`config.mk`:
```
export PLATFORM = sky130hd
export DESIGN_NAME = reg_file_ctrl
export DESIGN_NICKNAME = d
export VERILOG_FILES = /design/src/rtl/beta_pkg.sv /design/src/rtl/reg_file_ctrl.sv
export SDC_FILE = /design/constraint.sdc
export NUM_CORES = 1
export LEC_CHECK = 0
export BUFFER_PORTS_ARGS = -buffer_cell sky130_fd_sc_hd__clkbuf_2
export CORE_ASPECT_RATIO = 0.5
export CORE_MARGIN = 4
export CORE_UTILIZATION = 24
export CTS_BUF_LIST = sky130_fd_sc_hd__clkbuf_8
export DETAILED_ROUTE_END_ITERATION = 10
export HOLD_SLACK_MARGIN = 0.05
export MAX_ROUTING_LAYER = met4
export PLACE_DENSITY = 0.54
export SKIP_LAST_GASP = 1
export SLEW_MARGIN = 40
export SYNTH_ARGS = -nofsm -noshare
export SYNTH_HDL_FRONTEND = slang
export SYNTH_SLANG_ARGS = --single-unit
```
`constraint.sdc`:
```
create_clock -name clk -period 2.2 [get_ports clk]
set_input_delay 0.44 -clock clk [delete_from_list [all_inputs] [get_ports clk]]
set_output_delay 0.44 -clock clk [all_outputs]
set_load 0.005 [all_outputs]
```
`src/rtl/beta_pkg.sv`:
```
// Shared definitions for the Beta register file, its decode stage and the
// register-file controller.
package beta_pkg;

    // Architectural register count; the top register is hardwired to zero.
    localparam int NREGS = 32;

    // Address of the hardwired-zero register.
    localparam logic [4:0] R_ZERO = 5'd31;

    // Register-file controller sequencing states.
    typedef enum logic [2:0] {
        CLEAR,
        RUN,
        DRAIN,
        ACCESS,
        RESP
    } rf_ctrl_state_t;

endpackage

```
`src/rtl/reg_file_ctrl.sv`:
```
// Register-file controller: owns the write port of the 32x32 Beta register
// file. Zeroes R0..R30 after reset, then forwards pipeline write-back, and
// services a debug port by halting the pipeline, draining in-flight writes
// and borrowing read/write port 1 for one access.
module reg_file_ctrl #(
    parameter int NREGS        = beta_pkg::NREGS,
    parameter int AW           = 5,
    parameter int DW           = 32,
    parameter int DRAIN_CYCLES = 3
) (
    input  logic          clk,
    input  logic          rst,

    // Pipeline write-back
    input  logic          wb_we,
    input  logic [AW-1:0] wb_wa,
    input  logic [DW-1:0] wb_wd,

    // Debug port
    input  logic          dbg_req,
    input  logic          dbg_we,
    input  logic [AW-1:0] dbg_addr,
    input  logic [DW-1:0] dbg_wdata,
    output logic          dbg_ack,
    output logic [DW-1:0] dbg_rdata,

    // Pipeline control / status
    output logic          halt,
    output logic          init_done,

    // Register-file port
    output logic          rf_we,
    output logic [AW-1:0] rf_wa,
    output logic [DW-1:0] rf_wd,
    output logic          rf_ra_sel,
    output logic [AW-1:0] rf_ra,
    input  logic [DW-1:0] rf_rd1
);

    import beta_pkg::*;

    // The drain counter only has to hold DRAIN_CYCLES-1.
    localparam int DCW = (DRAIN_CYCLES > 1) ? $clog2(DRAIN_CYCLES) : 1;

    // Last index written by the clear walk; the zero register is skipped.
    localparam logic [AW-1:0]  CLR_LAST   = AW'(NREGS - 2);
    localparam logic [DCW-1:0] DRAIN_LOAD = DCW'(DRAIN_CYCLES - 1);

    rf_ctrl_state_t  state;
    logic [AW-1:0]   clr_idx;
    logic [DCW-1:0]  drain_cnt;

    // Sequencer: state, counters and every registered output.
    always_ff @(posedge clk) begin
        if (rst) begin
            state     <= CLEAR;
            clr_idx   <= '0;
            drain_cnt <= '0;
            halt      <= 1'b1;
            init_done <= 1'b0;
            dbg_ack   <= 1'b0;
            dbg_rdata <= '0;
        end else begin
            // The acknowledge is a single-cycle pulse raised only on ACCESS exit.
            dbg_ack <= 1'b0;

            case (state)
                CLEAR: begin
                    // Write-back and debug requests are ignored until the walk ends.
                    if (clr_idx == CLR_LAST) begin
                        state     <= RUN;
                        halt      <= 1'b0;
                        init_done <= 1'b1;
                    end else begin
                        clr_idx <= clr_idx + AW'(1);
                    end
                end

                RUN: begin
                    if (dbg_req) begin
                        state     <= DRAIN;
                        drain_cnt <= DRAIN_LOAD;
                        halt      <= 1'b1;
                    end
                end

                DRAIN: begin
                    // Fetch is frozen; let the exec/mem/wb stages retire.
                    if (drain_cnt == '0) begin
                        state <= ACCESS;
                    end else begin
                        drain_cnt <= drain_cnt - DCW'(1);
                    end
                end

                ACCESS: begin
                    // A late write-back owns the port; retry the access next cycle.
                    if (!wb_we) begin
                        if (!dbg_we) begin
                            dbg_rdata <= rf_rd1;
                        end
                        dbg_ack <= 1'b1;
                        state   <= RESP;
                    end
                end

                RESP: begin
                    // halt falls together with the return to RUN.
                    state <= RUN;
                    halt  <= 1'b0;
                end

                default: begin
                    state     <= CLEAR;
                    clr_idx   <= '0;
                    halt      <= 1'b1;
                    init_done <= 1'b0;
                end
            endcase
        end
    end

    // Register-file port mux: clear walk, write-back passthrough or debug access.
    always_comb begin
        rf_we     = 1'b0;
        rf_wa     = wb_wa;
        rf_wd     = wb_wd;
        rf_ra_sel = 1'b0;
        rf_ra     = dbg_addr;

        case (state)
            CLEAR: begin
                rf_we = 1'b1;
                rf_wa = clr_idx;
                rf_wd = '0;
            end

            RUN, DRAIN, RESP: begin
                rf_we = wb_we;
            end

            ACCESS: begin
                if (wb_we) begin
                    rf_we = 1'b1;
                end else if (dbg_we) begin
                    // R31 is still presented; the register file drops the write.
                    rf_we = 1'b1;
                    rf_wa = dbg_addr;
                    rf_wd = dbg_wdata;
                end else begin
                    rf_ra_sel = 1'b1;
                end
            end

            default: begin
                rf_we = 1'b0;
            end
        endcase

        // Nothing touches the register file while reset is asserted.
        if (rst) begin
            rf_we     = 1'b0;
            rf_ra_sel = 1'b0;
        end
    end

endmodule

```
Yosys cells after proc, flatten, opt, wreduce, memory -nomap -nowiden
Cells that the tools add are included.
{"block": "totals", "reg_bits": 45}
{"block": "classes", "n_eq_ne": 11, "addsub": 2, "n_bitwise": 5, "n_reduce_logical": 13, "muxes": 30}
{"operator": "two-way mux 32 bit", "count": 2}
{"operator": "one-hot mux 32 bit (2 select lines)", "count": 1}
{"operator": "one-hot mux 5 bit (2 select lines)", "count": 2}
{"operator": "two-way mux 5 bit", "count": 3}
{"operator": "one-hot mux 3 bit (5 select lines)", "count": 1}
{"operator": "two-way mux 3 bit", "count": 4}
{"operator": "!= test 2 bit (second input constant)", "count": 6}
{"operator": "two-way mux 1 bit", "count": 11}
{"operator": "AND reduction 3 bit", "count": 3}
{"operator": "equality test 3 x 2 -> 1 bit (second input constant)", "count": 2}
{"operator": "adder 5 x 1 -> 5 bit (second input constant)", "count": 1}
{"operator": "equality test 5 bit (second input constant)", "count": 1}
{"operator": "inverter 1 bit", "count": 5}
{"operator": "two-way mux 2 bit", "count": 2}
{"operator": "one-hot mux 1 bit (4 select lines)", "count": 1}
{"operator": "one-hot mux 2 bit (2 select lines)", "count": 1}
{"operator": "AND reduction 2 bit", "count": 2}
{"operator": "AND reduction 4 bit", "count": 1}
{"operator": "OR reduction 2 bit", "count": 2}
{"operator": "OR reduction 4 bit", "count": 1}
{"operator": "equality test 3 x 1 -> 1 bit (second input constant)", "count": 1}
{"operator": "equality test 3 bit (second input constant)", "count": 1}
{"operator": "zero test 3 bit", "count": 1}
{"operator": "one-hot mux 1 bit (3 select lines)", "count": 1}
{"operator": "5 further kinds", "count": 5}

Depth between registers and ports, before layout
{"block": "logic_depth", "depth_word": 4, "depth_mapped": 6, "mapped_depth_nobuf": 5}

Least setup slack after synthesis
No wires, ideal clock.
{"block": "synth_path", "path_type": "input to output", "from": "in dbg_we", "to": "out rf_wd[10]", "setup_slack_ns": 0.417, "arrival_ns": 1.343, "n_path_buf": 3, "stages": 5, "path_cell_list": "clkbuf_1 > clkbuf_1 > clkbuf_1 > nand3_1 > o21ai_1"}
{"block": "synth_via", "elab_chain_len": 3}
{"item": "from (decl)", "line_no": "reg_file_ctrl.sv:21", "rtl": "input logic dbg_we,"}
{"item": "two-way mux 32 bit", "line_no": "reg_file_ctrl.sv:145", "rtl": "end else if (dbg_we) begin"}
{"item": "two-way mux 32 bit", "line_no": "reg_file_ctrl.sv:143", "rtl": "if (wb_we) begin"}
{"item": "one-hot mux 32 bit (2 select lines)", "line_no": "reg_file_ctrl.sv:131", "rtl": "case (state)"}
{"item": "to (decl)", "line_no": "reg_file_ctrl.sv:34", "rtl": "output logic [DW-1:0] rf_wd,"}
Every way passes these cells.

Worst setup path in the final report
{"block": "layout_path", "from": "reg state[2]", "to": "out rf_wa[2]"}
{"block": "layout_via", "elab_chain_len": 2, "word_cells_on_any_way": 3, "classes_between": "eq/ne: 1; mux: 1; reduce/logical: 1"}
{"item": "from (decl)", "line_no": "reg_file_ctrl.sv:49", "rtl": "rf_ctrl_state_t state;"}
{"item": "from (signal assigned)", "line_no": "reg_file_ctrl.sv:56", "rtl": "state <= CLEAR;"}
{"item": "from (signal assigned)", "line_no": "reg_file_ctrl.sv:71", "rtl": "state <= RUN;"}
{"item": "from (signal assigned)", "line_no": "reg_file_ctrl.sv:81", "rtl": "state <= DRAIN;"}
{"item": "equality test 3 x 2 -> 1 bit / zero test 3 bit (equally long branches)", "line_no": "reg_file_ctrl.sv:131"}
{"item": "one-hot mux 5 bit (2 select lines) (*)", "line_no": "reg_file_ctrl.sv:131"}
{"item": "to (decl)", "line_no": "reg_file_ctrl.sv:33", "rtl": "output logic [AW-1:0] rf_wa,"}
Every way passes the cells marked *; elsewhere a longest branch is shown, timed or not.

==> results.txt <==
----------------------------------------------------
[Status]
  Status ... completed

[Critical path]
  Reg-to-reg setup timing slack ... 510 ps
  Termination of the worst setup path ... rf_wa[2]
  Launching element of the worst setup path ... state[2]
  Highest fanout seen on the critical path ... 16
  Required time at the endpoint of the critical path ... 1760 ps
  Worst R2R Start ... clr_idx[0]
  Crit path arrival time ... 1670 ps
  R2r worst-path depth ... 5
  Critical path launch point type ... flip-flop
  End of the worst register-to-register path ... clr_idx[0]
  Crit end category ... output port
  Startpoint-to-endpoint class of the critical path ... reg2out

[Die]
  Initial cell density of the core ... 25.26%
  Num ports ... 190
  Placement row count ... 26
  Die Y ... 82.13 µm
  Area inside the core boundary ... 10440 µm²
  Die boundary width ... 156.3 µm
  Die Footprint ... 12830 µm²

[Power and ir drop]
  Power density over cell area ... 403.9 nW/µm²
  Worst voltage drop across the vdd grid ... 0.0001703 V
  Combinational cell fraction of total power ... 12.8%
  Total Power ... 0.001528 W
  Design internal power ... 0.001134 W
  Leakage power ... 1.679 nW
  Part of the power in the clock network ... 33.1%
  Net switching power ... 0.0003934 W
  Sequential cell fraction of total power ... 54.1%
  Proportion of total power due to net switching ... 25.75%

[Drt]
  Detailed-routing iteration count for the pre-antenna-repair pass ... 4
  Aggregate routed wire length ... 10270 µm
  Routed vias/inst ... 4.805
  Count of unresolved DRC violations after routing ... 0
  Number of antenna-violating nets in the routed design ... 0
  WL per Instance ... 15.26 µm
  Vias after detailed routing ... 3234
  Violation count after the first detailed-routing iteration ... 220

[Synth]
  Synth Area per Inst ... 7.246 µm²
  Post-synth EDFFs ... 0
  Portion of synthesized cell area occupied by the leading cell type ... 34.16%
  Number of storage elements in the synthesis netlist ... 45
  Sequential area share after synthesis ... 34.16%
  Count of warnings emitted by yosys ... 0
  Post-synthesis instance area ... 2638 µm²
  Cell variety after synth ... 45
  Main synth FF type ... sky130_fd_sc_hd__dfxtp_1
  Cell accounting for the most synthesized area ... sky130_fd_sc_hd__dfxtp_1
  Syn Nets ... 478
  Leading cell types by total area after synthesis ... sky130_fd_sc_hd__dfxtp_1 (34%), sky130_fd_sc_hd__nand3_1 (13%), sky130_fd_sc_hd__o21ai_1 (10%)
  Post-synthesis cell count ... 364
  Share of async-settable or async-resettable flops after synthesis ... 0%

[Layout]
  Number of standard cells in the final layout excluding fillers ... 673
  Share of layout cells above drive strength 1 ... 41.84%
  Diode count ... 0
  Area growth syn-to-layout ... 43.41%
  Finished Core Util ... 36.22%
  Nets@finish ... 646

[Run]
  # Max-Cap Violations ... 0

[Global routing]
  Pin count of the biggest net entering global routing ... 69
  Met1 track demand over resource in global routing ... 19.09%
  Overall global routing resource usage ... 15.02%
  Vias in the first global route ... 2889
  Global-route met3 utilization ... 2.967%
  Antenna violations before repair ... 0
  Busiest layer in global routing ... met2
  First-pass GRT wire length ... 15260 µm
  Global route overflow ... 0
  Global-route track usage on met2 ... 25.43%

[CTS]
  Clock input transition at the sequential cells of the worst setup and hold paths ... 80 ps
  Library cell used as clock root buffer ... sky130_fd_sc_hd__clkbuf_8
  Count of H-tree levels built during CTS ... 2
  Hold buffers post-CTS ... 0
  Buffer levels on the longest clock path ... 2
  Source-to-sink clock delay at the later pin of the worst-skew pair ... 300 ps
  Clock tree from TritonCTS ... built
  Inserted Clock Buffers ... 5
  Clock Sinks ... 45

[Place]
  Half-perimeter wire length after placement ... 7558 µm
  Placed Cells ... 664
  Routability cong. ... 0.7631
  Count of buffers inserted at the top-level ports ... 189

[STA]
  RSZ-0062 raised after global routing ... no
  Tightest slew margin relative to the limit ... 74.27%
  Finish-stage setup viols ... 0
  Max-slew violation count ... 0
  Highest Clock Rate ... 0.4744 GHz
  Final Cycle Share ... 95.82%
  Final-report hold violation count ... 0
  Transition at the pin with the smallest max-transition slack ... 385.9 ps
  Clock skew ... 4.272 ps
  Final critical delay including setup and external delays ... 2108 ps
  Worst hold slack after final layout ... 363.3 ps
  Setup TNS ... 0 ps

[Min path]
  Path type of the worst min-delay path ... in2reg

----------------------------------------------------
-- cells in the mapped netlist (13+ instances only) --
library cell,count
sky130_fd_sc_hd__nand2_1,33
sky130_fd_sc_hd__o21ai_0,17
sky130_fd_sc_hd__dfxtp_1,45
sky130_fd_sc_hd__a21oi_1,39
sky130_fd_sc_hd__buf_2,13
sky130_fd_sc_hd__o21ai_1,53
sky130_fd_sc_hd__nand3_1,68
sky130_fd_sc_hd__clkbuf_1,18
-- cells by family (layout without fill, tap and decap cells) --
| group | count (synthesis) | after routing | share of synthesized area (%) |
|---|---|---|---|
| flops | 45 | 45 | 34.16 |
| simple gates | 133 | 133 | 26.33 |
| compound gates | 132 | 132 | 28.08 |
| buf+inv | 51 | 220 | 10.01 |
| fa+ha+maj | 3 | 3 | 1.423 |
-- power by group through the flow --
stage                     sequential [W]  clock (W)  combinational, W
after CTS                       0.000827   0.000534          0.000198
after floorplan                 0.000843          0         0.0000730
after global routing            0.000827   0.000578          0.000217
final                           0.000826   0.000505          0.000196
after detailed placement        0.000846          0          0.000197
after global placement          0.000846          0          0.000196
-- through the flow --
step / area, µm² / worst slack, ps
finish: 3782 / 91.89
global route: 3782 / 6.054
CTS: 3764 / 7.618
detailed placement: 3675 / 55.50
global placement: 3675 / 111.4
floorplan: 2638 / 417.0
-- registers in the layout (all words and copies together), names as in the netlist --
signal	cells
dbg_rdata	32
clr_idx	5
state	3
drain_cnt	2
dbg_ack	1
halt	1
init_done	1
-- final cells by class --
| type | count | area (µm²) |
|---|---|---|
| Inverter | 6 | 22.52 |
| Clock inverter | 3 | 13.76 |
| Clock buffer | 5 | 68.82 |
| Sequential cell | 45 | 907.1 |
| Tap cell | 140 | 175.2 |
| Timing Repair Buffer | 206 | 1119 |
| Fill cell | 1158 | 6660 |
| Multi-Input combinational cell | 268 | 1476 |
-- worst min-delay path by stage --
stage,from,end,cells after the start
floorplan,drain_cnt[1],drain_cnt[1],1
detailed placement,drain_cnt[1],drain_cnt[1],1
CTS,rf_rd1[1],dbg_rdata[1],3
finish,rf_rd1[29],dbg_rdata[29],3
global placement,drain_cnt[1],drain_cnt[1],1
global route,rf_rd1[0],dbg_rdata[0],3
-- layer usage --
layer	vias to the layer above	wire length, µm	part of all wire, %
met3	8	354	3.4
met5	-	0	0
met4	0	102	0.99
met1	1523	4392	43
li1	1647	-	-
met2	56	5422	53
-- what timing repair did --
| action | CTS | global route |
|---|---|---|
| pin swaps | 0 | 1 |
| setup endpoints to repair | 6 | 26 |
| cloned | 0 | 0 |
| setup buffers | 0 | 1 |
| endpoints found under the hold margin | 0 | 0 |
| gates resized for setup | 3 | 4 |
-- layout by cell type (no fill, tap or decap), drive strengths merged, types with 3 or more instances in the layout --
cell,count
dfxtp,45
nand2,33
buf,17
inv,6
nor2,6
clkinv,3
clkbuf,194
ha,3
a31oi,3
nand3,68
and3,4
a221o,5
o21ai,70
a21oi,39
-- worst max-delay path: stages, from the launching register on --
cell	delay [ps]
sky130_fd_sc_hd__dfxtp_4	380
sky130_fd_sc_hd__and4bb_2	260
sky130_fd_sc_hd__buf_6	160
sky130_fd_sc_hd__and3_1	190
sky130_fd_sc_hd__a221o_1	260
sky130_fd_sc_hd__clkbuf_2	110
Power figures use the tool's default switching activity.
